==> src/rtl/uart_tx_arbiter.sv <==
// -----------------------------------------------------------------------------
// uart_tx_arbiter
//
// Shares one UART transmitter among four byte sources. A round-robin search
// picks a requester while idle. Its byte is launched with a one-clock
// tx_enable strobe. The arbiter then waits for the transmitter to raise
// tx_busy and waits again for it to drop. It inserts GUARD_CYCLES idle clocks
// before the next frame. If tx_busy does not rise within BUSY_TIMEOUT clocks,
// the byte is dropped and timeout_err pulses for one clock.
//
// Parameters
//   GUARD_CYCLES  idle clocks between consecutive frames (0 allowed)
//   BUSY_TIMEOUT  clocks to wait for tx_busy after launch (>= 2)
//
// Ports
//   clk          system clock, rising edge
//   rst          asynchronous reset, active-high
//   req_valid    per-requester byte-available flags
//   req_data     packed bytes, requester i at [8i+7:8i]
//   req_ready    accept strobe, one-hot or zero, only while idle
//   tx_enable    one-clock start strobe to the transmitter
//   tx_data      byte held for the transmitter for the whole frame
//   tx_busy      transmitter busy flag
//   grant_id     requester owning the current frame
//   active       high whenever the arbiter is not idle
//   timeout_err  one-clock pulse when tx_busy failed to rise in time
// -----------------------------------------------------------------------------
module uart_tx_arbiter #(
   parameter int GUARD_CYCLES = 2,
   parameter int BUSY_TIMEOUT = 4
) (
   input  logic        clk,
   input  logic        rst,
   input  logic [3:0]  req_valid,
   input  logic [31:0] req_data,
   output logic [3:0]  req_ready,
   output logic        tx_enable,
   output logic [7:0]  tx_data,
   input  logic        tx_busy,
   output logic [1:0]  grant_id,
   output logic        active,
   output logic        timeout_err
);

   // One counter serves both the busy wait and the guard gap. It is sized
   // for the larger of the two limits, so it never wraps inside a state.
   localparam int CNT_MAX = (GUARD_CYCLES > BUSY_TIMEOUT) ? GUARD_CYCLES : BUSY_TIMEOUT;
   localparam int CW      = $clog2(CNT_MAX + 1);

   typedef enum logic [2:0] {
      IDLE,
      LAUNCH,
      WAIT_BUSY,
      WAIT_DONE,
      GUARD
   } state_t;

   state_t          state, state_next;
   logic [CW-1:0]   cnt, cnt_next;
   logic [1:0]      last_grant;
   logic [1:0]      winner;
   logic            accept;
   logic            timeout_next;

   // Round-robin pick. The loop walks the search order backwards, so the
   // last match kept is the requester nearest to last_grant + 1.
   always_comb begin
      winner = last_grant + 2'd1;
      for (int k = 3; k >= 0; k--) begin
         if (req_valid[last_grant + 2'd1 + 2'(k)]) winner = last_grant + 2'd1 + 2'(k);
      end
   end

   // Reset forces req_ready low even while requesters hold valid.
   assign accept = (state == IDLE) && (|req_valid) && !rst;
   assign active = (state != IDLE);

   always_comb begin
      // NOTE: every output gets a default before the case, so no path leaves
      // one unassigned and no latch is inferred.
      state_next   = state;
      cnt_next     = cnt;
      timeout_next = 1'b0;
      req_ready    = '0;
      tx_enable    = 1'b0;
      unique case (state)
         IDLE: begin
            if (accept) begin
               req_ready[winner] = 1'b1;
               state_next        = LAUNCH;
            end
         end
         LAUNCH: begin
            tx_enable  = 1'b1;
            cnt_next   = '0;
            state_next = WAIT_BUSY;
         end
         WAIT_BUSY: begin
            // Busy already high on the first clock here exits at once.
            if (tx_busy) begin
               state_next = WAIT_DONE;
            end else if (cnt == CW'(BUSY_TIMEOUT - 1)) begin
               timeout_next = 1'b1;
               state_next   = IDLE;
            end else begin
               cnt_next = cnt + CW'(1);
            end
         end
         WAIT_DONE: begin
            if (!tx_busy) begin
               cnt_next   = '0;
               state_next = (GUARD_CYCLES > 0) ? GUARD : IDLE;
            end
         end
         GUARD: begin
            if (cnt == CW'(GUARD_CYCLES - 1)) state_next = IDLE;
            else                              cnt_next   = cnt + CW'(1);
         end
         default: state_next = IDLE;
      endcase
   end

   // last_grant resets to 3 so that the first search starts at requester 0.
   always_ff @(posedge clk or posedge rst) begin
      if (rst) begin
         state       <= IDLE;
         cnt         <= '0;
         timeout_err <= 1'b0;
         tx_data     <= 8'h00;
         grant_id    <= 2'd0;
         last_grant  <= 2'd3;
      end else begin
         // NOTE: sequential state uses non-blocking assignments so every
         // register updates from the values present before the edge.
         state       <= state_next;
         cnt         <= cnt_next;
         timeout_err <= timeout_next;
         if (accept) begin
            tx_data    <= req_data[{winner, 3'b000} +: 8];
            grant_id   <= winner;
            last_grant <= winner;
         end
      end
   end

endmodule

==> config.mk <==
export PLATFORM = sky130hd
export DESIGN_NAME = uart_tx_arbiter
export DESIGN_NICKNAME = d
export VERILOG_FILES = /design/src/rtl/uart_tx_arbiter.sv
export SDC_FILE = /design/constraint.sdc
export NUM_CORES = 1
export LEC_CHECK = 0
export CORE_UTILIZATION = 37
export CTS_CLUSTER_DIAMETER = 60
export DETAILED_ROUTE_END_ITERATION = 10
export GPL_TIMING_DRIVEN = 0
export HOLD_SLACK_MARGIN = 0.05
export PLACE_DENSITY = 0.71
export SYNTH_ARGS = -nofsm -noshare
export SYNTH_HDL_FRONTEND = slang
export SYNTH_SLANG_ARGS = --single-unit
==> constraint.sdc <==
create_clock -name clk -period 2.6 [get_ports clk]
set_input_delay 0.78 -clock clk [delete_from_list [all_inputs] [get_ports clk]]
set_output_delay 0.78 -clock clk [all_outputs]
set_load 0.005 [all_outputs]
Word-level counts from Yosys, hierarchy flattened
Index checks and enable logic that the tools add are counted.
{"block": "word_totals", "reg_bits": 19, "input_bits": 39, "out_inout_bits": 17, "elab_cells": 72}
{"block": "classes", "n_addsub": 5, "n_lt_le_gt_ge": 6, "eq_ne": 13, "shifts": 1, "mux": 31, "reduce_logical": 10}
{"cell": "indexed part select 32 x 6 -> 8 bit", "n": 1}
{"cell": "2-to-1 mux 3 bit", "n": 9}
{"cell": "< comparator 2 x 3 -> 1 bit (second input constant)", "n": 5}
{"cell": "one-hot mux 3 bit (5 select lines)", "n": 1}
{"cell": "!= test 2 bit (second input constant)", "n": 6}
{"cell": "one-hot mux 3 bit (4 select lines)", "n": 1}
{"cell": "equality test 3 x 2 -> 1 bit (second input constant)", "n": 3}
{"cell": "2-to-1 mux 1 bit", "n": 9}
{"cell": "binary-select mux 1 bit (select 2 bit)", "n": 4}
{"cell": "2-to-1 mux 2 bit", "n": 4}
{"cell": "2-to-1 mux 4 bit", "n": 2}
{"cell": "equality test 3 x 1 -> 1 bit (second input constant)", "n": 2}
{"cell": "AND reduction 5 bit", "n": 1}
{"cell": "adder 2 x 1 -> 2 bit (second input constant)", "n": 2}
{"cell": "adder 2 bit (second input constant)", "n": 2}
{"cell": "AND reduction 4 bit", "n": 1}
{"cell": "nonzero test 4 bit", "n": 1}
{"cell": "OR reduction 4 bit", "n": 1}
{"cell": "adder 3 x 1 -> 3 bit (second input constant)", "n": 1}
{"cell": "equality test 3 bit (second input constant)", "n": 1}
{"cell": "logical AND 1 bit", "n": 3}
{"cell": "logical NOT 3 bit", "n": 1}
{"cell": "!= test 3 bit (second input constant)", "n": 1}
{"cell": "nonzero test 3 bit", "n": 1}
{"cell": "other kinds (3)", "n": 3}

Depth between registers and ports, before layout
{"block": "logic_depth", "depth_word": 14, "depth_mapped": 7}

Worst setup path before layout
Ideal clock, no wire load.
{"block": "synth_path", "path_kind": "input-to-output", "start": "input port req_valid[3]", "end": "output port req_ready[2]", "arrival_ns": 1.873, "slack_ns": -0.053, "cell_stages": 5, "path_cell_list": "or2b_2 > a21oi_1 > o211ai_1 > nor2_2 > and2_1"}
{"block": "synth_between", "elab_chain_len": 12, "elab_cells_between_ends": 22, "cone_classes": "2 x order compare; 16 x mux; 4 x reduce/logical"}
{"item": "start: declaration", "line": "34", "rtl": "input logic [3:0] req_valid,"}
{"item": "binary-select mux 1 bit (select 2 bit)", "line": "70", "rtl": "if (req_valid[last_grant + 2'd1 + 2'(k)]) winner = last_grant + 2'd1 + 2'(k);"}
{"item": "2-to-1 mux 1 bit (implied by the code)", "line": "70"}
{"item": "2-to-1 mux 2 bit (4 in series)", "line": "70"}
{"item": "< comparator 2 x 3 -> 1 bit (implied by the code) / >= comparator 2 x 1 -> 1 bit (equally long branches)", "line": "89", "rtl": "req_ready[winner] = 1'b1;"}
{"item": "logical AND 1 bit (implied by the code)", "line": "89"}
{"item": "2-to-1 mux 1 bit (implied by the code)", "line": "89"}
{"item": "demux 1 bit (select 2 bit)", "line": "89"}
{"item": "2-to-1 mux 4 bit (*)", "line": "88", "rtl": "if (accept) begin"}
{"item": "2-to-1 mux 4 bit (*)", "line": "86", "rtl": "unique case (state)"}
{"item": "end: declaration", "line": "36", "rtl": "output logic [3:0] req_ready,"}
Mark *: on every way between the ends. The rest lies on a longest branch, timed or not. The select of a mux whose other input is x is not followed.

Worst setup path in the final report
{"block": "layout_path", "start": "input port req_valid[1]", "end": "output port req_ready[0]"}
The elaborated chain is that of the path after synthesis.

==> qor.csv <==
stage,metric,value,unit
synth,Ys Warns,0,
timing,Tcrit/Tclk final,103,%
timing,Worst Tran Pin Value,0.737,ns
timing,min cycle time layout,2.67,ns
synth,Syn Nets,174,
clock_tree,CTS Hold Buffers Added,0,
synth,synth unique cells,38,
timing,sum of negative setup slack,-0.123,ns
worst_setup_path,CP max-delay cell,a221oi_4,
worst_setup_path,CP required,1.82,ns
timing,RSZ-0062 raised after global routing,true,
power,power per standard cell area,915,mW/mm^2
clock_tree,cts bufs inserted,3,
placement,dpl hpwl,2.56,mm
cells_and_area,Synth-to-Final Area Change,60.3,%
worst_setup_path,Worst EP arrival,1.89,ns
worst_setup_path,Reg2Reg Launch Point,last_grant[0]$_DFFE_PP1N_,
cells_and_area,Nets,242,
cells_and_area,design area,0.00202,sq mm
worst_setup_path,CP Capture Type,output pin,
placement,I/O Buffers,55,
route,Final Routed Wirelength,3.36,mm
clock_tree,CTS max path bufs,2,
synth,simple-gate share of the synthesized area,17.2,%
cells_and_area,Multi-input gate area,754,sq um
outcome,failing checks,setup timing,
cells_and_area,layout cells sized above 1,27.6,%
global_route,grt ovf,0,
clock_tree,TritonCTS clock tree,yes,
worst_setup_path,crit path launch type,primary input,
placement,"Cell Area, Placed",0.00187,sq mm
worst_hold_path,Hold Crit Class,reg2reg,
cells_and_area,Reg area,478,sq um
route,iteration count of the initial detailed-routing pass,4,
worst_setup_path,Crit Path Category,in2out,
timing,hold slack,0.526,ns
cells_and_area,# fillers,265,
die,I/O pin total,56,
worst_setup_path,"Buf+Inv Stages, Crit Path",3,
synth,post-synthesis mux area share,12.7,%
timing,Final Skew,0.00302,ns
route,via/cell ratio,4.95,
global_route,first-pass GRT wire length,5.18,mm
power,Design Power,1.85,mW
clock_tree,H-tree Lvls,1,
synth,mean post-synth cell area,9.53,sq um
worst_setup_path,Worst path max stage delay,0.30,ns
run,Max-Cap Viols,0,
timing,Final Setup Violations,3,
worst_setup_path,crit-path most repeated cell,buf_6,
timing,Slew HR,50.8,%
power,Max VDD drop,0.000492,V
worst_setup_path,"critical path, cell by cell",buf_6 -> or2b_4 -> nand2_2 -> a221oi_4 -> buf_6 -> and3_4 -> buf_6,
die,core area,0.00313,sq mm
global_route,vias in the first global route,1136,
synth,sequential area share after synthesis,38.0,%
timing,Final Max Tran Viols,0,
placement,RePlAce Congestion,0.828,
clock_tree,root buffer cell,clkbuf_4,
die,die width,60.3,um
power,Leakage,0.887,nW
placement,DP Worst Slack,-1.39,ns
outcome,status,"finished, violations left",
timing,fmax,0.375,GHz
synth,mapped cell area,0.00126,sq mm
synth,post-synthesis cell count,132,
cells_and_area,fin util,64.4,%
synth,compound-cell area share of the yosys netlist,20.4,%
synth,main combinational cell family by area after synthesis,compound AO/OA/AOI/OAI gates,
route,Via Count,1204,
route,1st-iter DRT viols,13,
synth,XOR/XNOR Fraction of Synth Area,1.39,%
worst_setup_path,start point of the critical path,req_valid[1],
die,Core Rows,20,
synth,Post-Synth Adder-Cell Area,2.99,%
die,DIE AREA,0.00364,sq mm
die,Starting Density,40.2,%
global_route,initial antenna violation count,0,
placement,Inst Count DP,231,
cells_and_area,diode count,0,
global_route,largest net degree at the start of global routing,20,
clock_tree,clk_lat worst skew,0.30,ns
timing,Setup WS post-layout,-0.0655,ns
clock_tree,clock-pin slew on the worst setup and hold paths,0.11,ns
worst_setup_path,crit-path leading delay family,simple AND/OR/NAND/NOR gates,
synth,Yosys reg bits,19,
worst_setup_path,maximum fanout along the worst path,6,
clock_tree,CTS Sinks,19,
cells_and_area,Finished Layout Cells,243,
route,DR DRC count,0,
timing,Final Hold Violating Endpoints,0,
route,Detail Route Antenna Nets,0,
route,DR WL/cell,13.8,um
worst_hold_path,hold wc startpoint,grant_id[1]$_DFFE_PP0N_,
die,die extent in y,60.3,um
global_route,GRT Util Overall,19.0,%
==> tightest hold or removal path: stages, from the launching register on <==
cell and delay [ns]:
dfrtp_1 0.36, nor2_1 0.05, nor2_1 0.08
==> flip-flops by register name (all words and copies together) (netlist names) <==
signal	cells
grant_id	2
state	3
last_grant	2
cnt	3
timeout_err	1
tx_data	8
==> Yosys cell counts (all sizes together) <==
| master | instances | area [sq um] |
|---|---|---|
| nor2 | 23 | 88.8 |
| dfrtp | 17 | 425 |
| mux2i | 16 | 160 |
| a221oi | 9 | 134 |
| inv | 9 | 33.8 |
| nand2 | 9 | 36.3 |
| o21ai | 7 | 35.0 |
| a21oi | 6 | 33.8 |
| buf | 6 | 48.8 |
| and2 | 3 | 21.3 |
| ha | 3 | 37.5 |
| clkbuf | 2 | 8.75 |
| dfstp | 2 | 52.6 |
| nand2b | 2 | 12.5 |
| nand3 | 2 | 10.0 |
| nor3 | 2 | 10.0 |
| o22ai | 2 | 12.5 |
| or2b | 2 | 17.5 |
| a211o | 1 | 10.0 |
| a21bo | 1 | 10.0 |
| a22oi | 1 | 7.51 |
| a31oi | 1 | 6.26 |
| and3 | 1 | 6.26 |
| nor2b | 1 | 6.26 |
| nor3b | 1 | 7.51 |
| o211ai | 1 | 7.51 |
| xnor2 | 1 | 8.76 |
| xor2 | 1 | 8.76 |
==> cells in the final DEF, fill, tap and decap left out, drive strengths merged, types with 2 or more instances in the layout <==
cell type,n
or2b,2
clkbuf,4
buf,23
o22ai,2
o21ai,7
a221oi,9
nor3,2
nand3,2
nand2b,2
mux2i,16
and2,3
dfstp,2
nand2,9
dfrtp,17
clkdlybuf4s50,46
nor2,23
inv,9
ha,3
a21oi,6
==> where the power goes <==
part,internal (mW),leakage (nW),switching [mW]
combinational,0.634,0.646,0.525
clock,0.0573,0.0177,0.0923
sequential,0.438,0.224,0.0980
==> final timing paths <==
check                                     endpoint  slack [ns]  cells after the start
min in group asynchronous   tx_data[7]$_DFFE_PP0N_        0.77                      2
max reg2reg                 tx_data[3]$_DFFE_PP0N_        0.67                      7
min                        grant_id[1]$_DFFE_PP0N_        0.53                      2
min reg2reg                grant_id[1]$_DFFE_PP0N_        0.53                      2
max in group asynchronous     state[1]$_DFFE_PP0P_        1.37                      2
max                                   req_ready[0]       -0.07                      7
==> layout make-up <==
cell class                 instances  share of cell area, %
buffer                             5                   2.17
clock buffer                       3                   1.12
clock inverter                     1                  0.248
inverter                           9                   1.68
multi-input combinational         96                   37.4
sequential                        19                   23.7
tap                               44                   2.73
timing repair buffer              66                   30.9
==> metal layers <==
layer  track usage [%]  part of all wire (%)  vias up
met1              23.3                    42      565
met5                 0                     0        -
li1                  -                     -      595
met2              33.6                    48       39
met3              3.90                   8.7        5
met4              4.98                  0.80        0
==> kinds of logic after synthesis <==
kind of cell               Yosys count
AOI/OAI and AO/OA                   29
xor gates and xnor gates             2
adders and majority gates            3
buffers and inverters               17
DFF                                 19
muxes                               16
and+or+nand+nor                     46
==> what timing repair did <==
item / CTS / global route
pin swaps: 11 / 6
setup endpoints to repair: 4 / 5
setup buffers: 10 / 1
gates resized for setup: 55 / 3
Power figures use the tool's default switching activity.
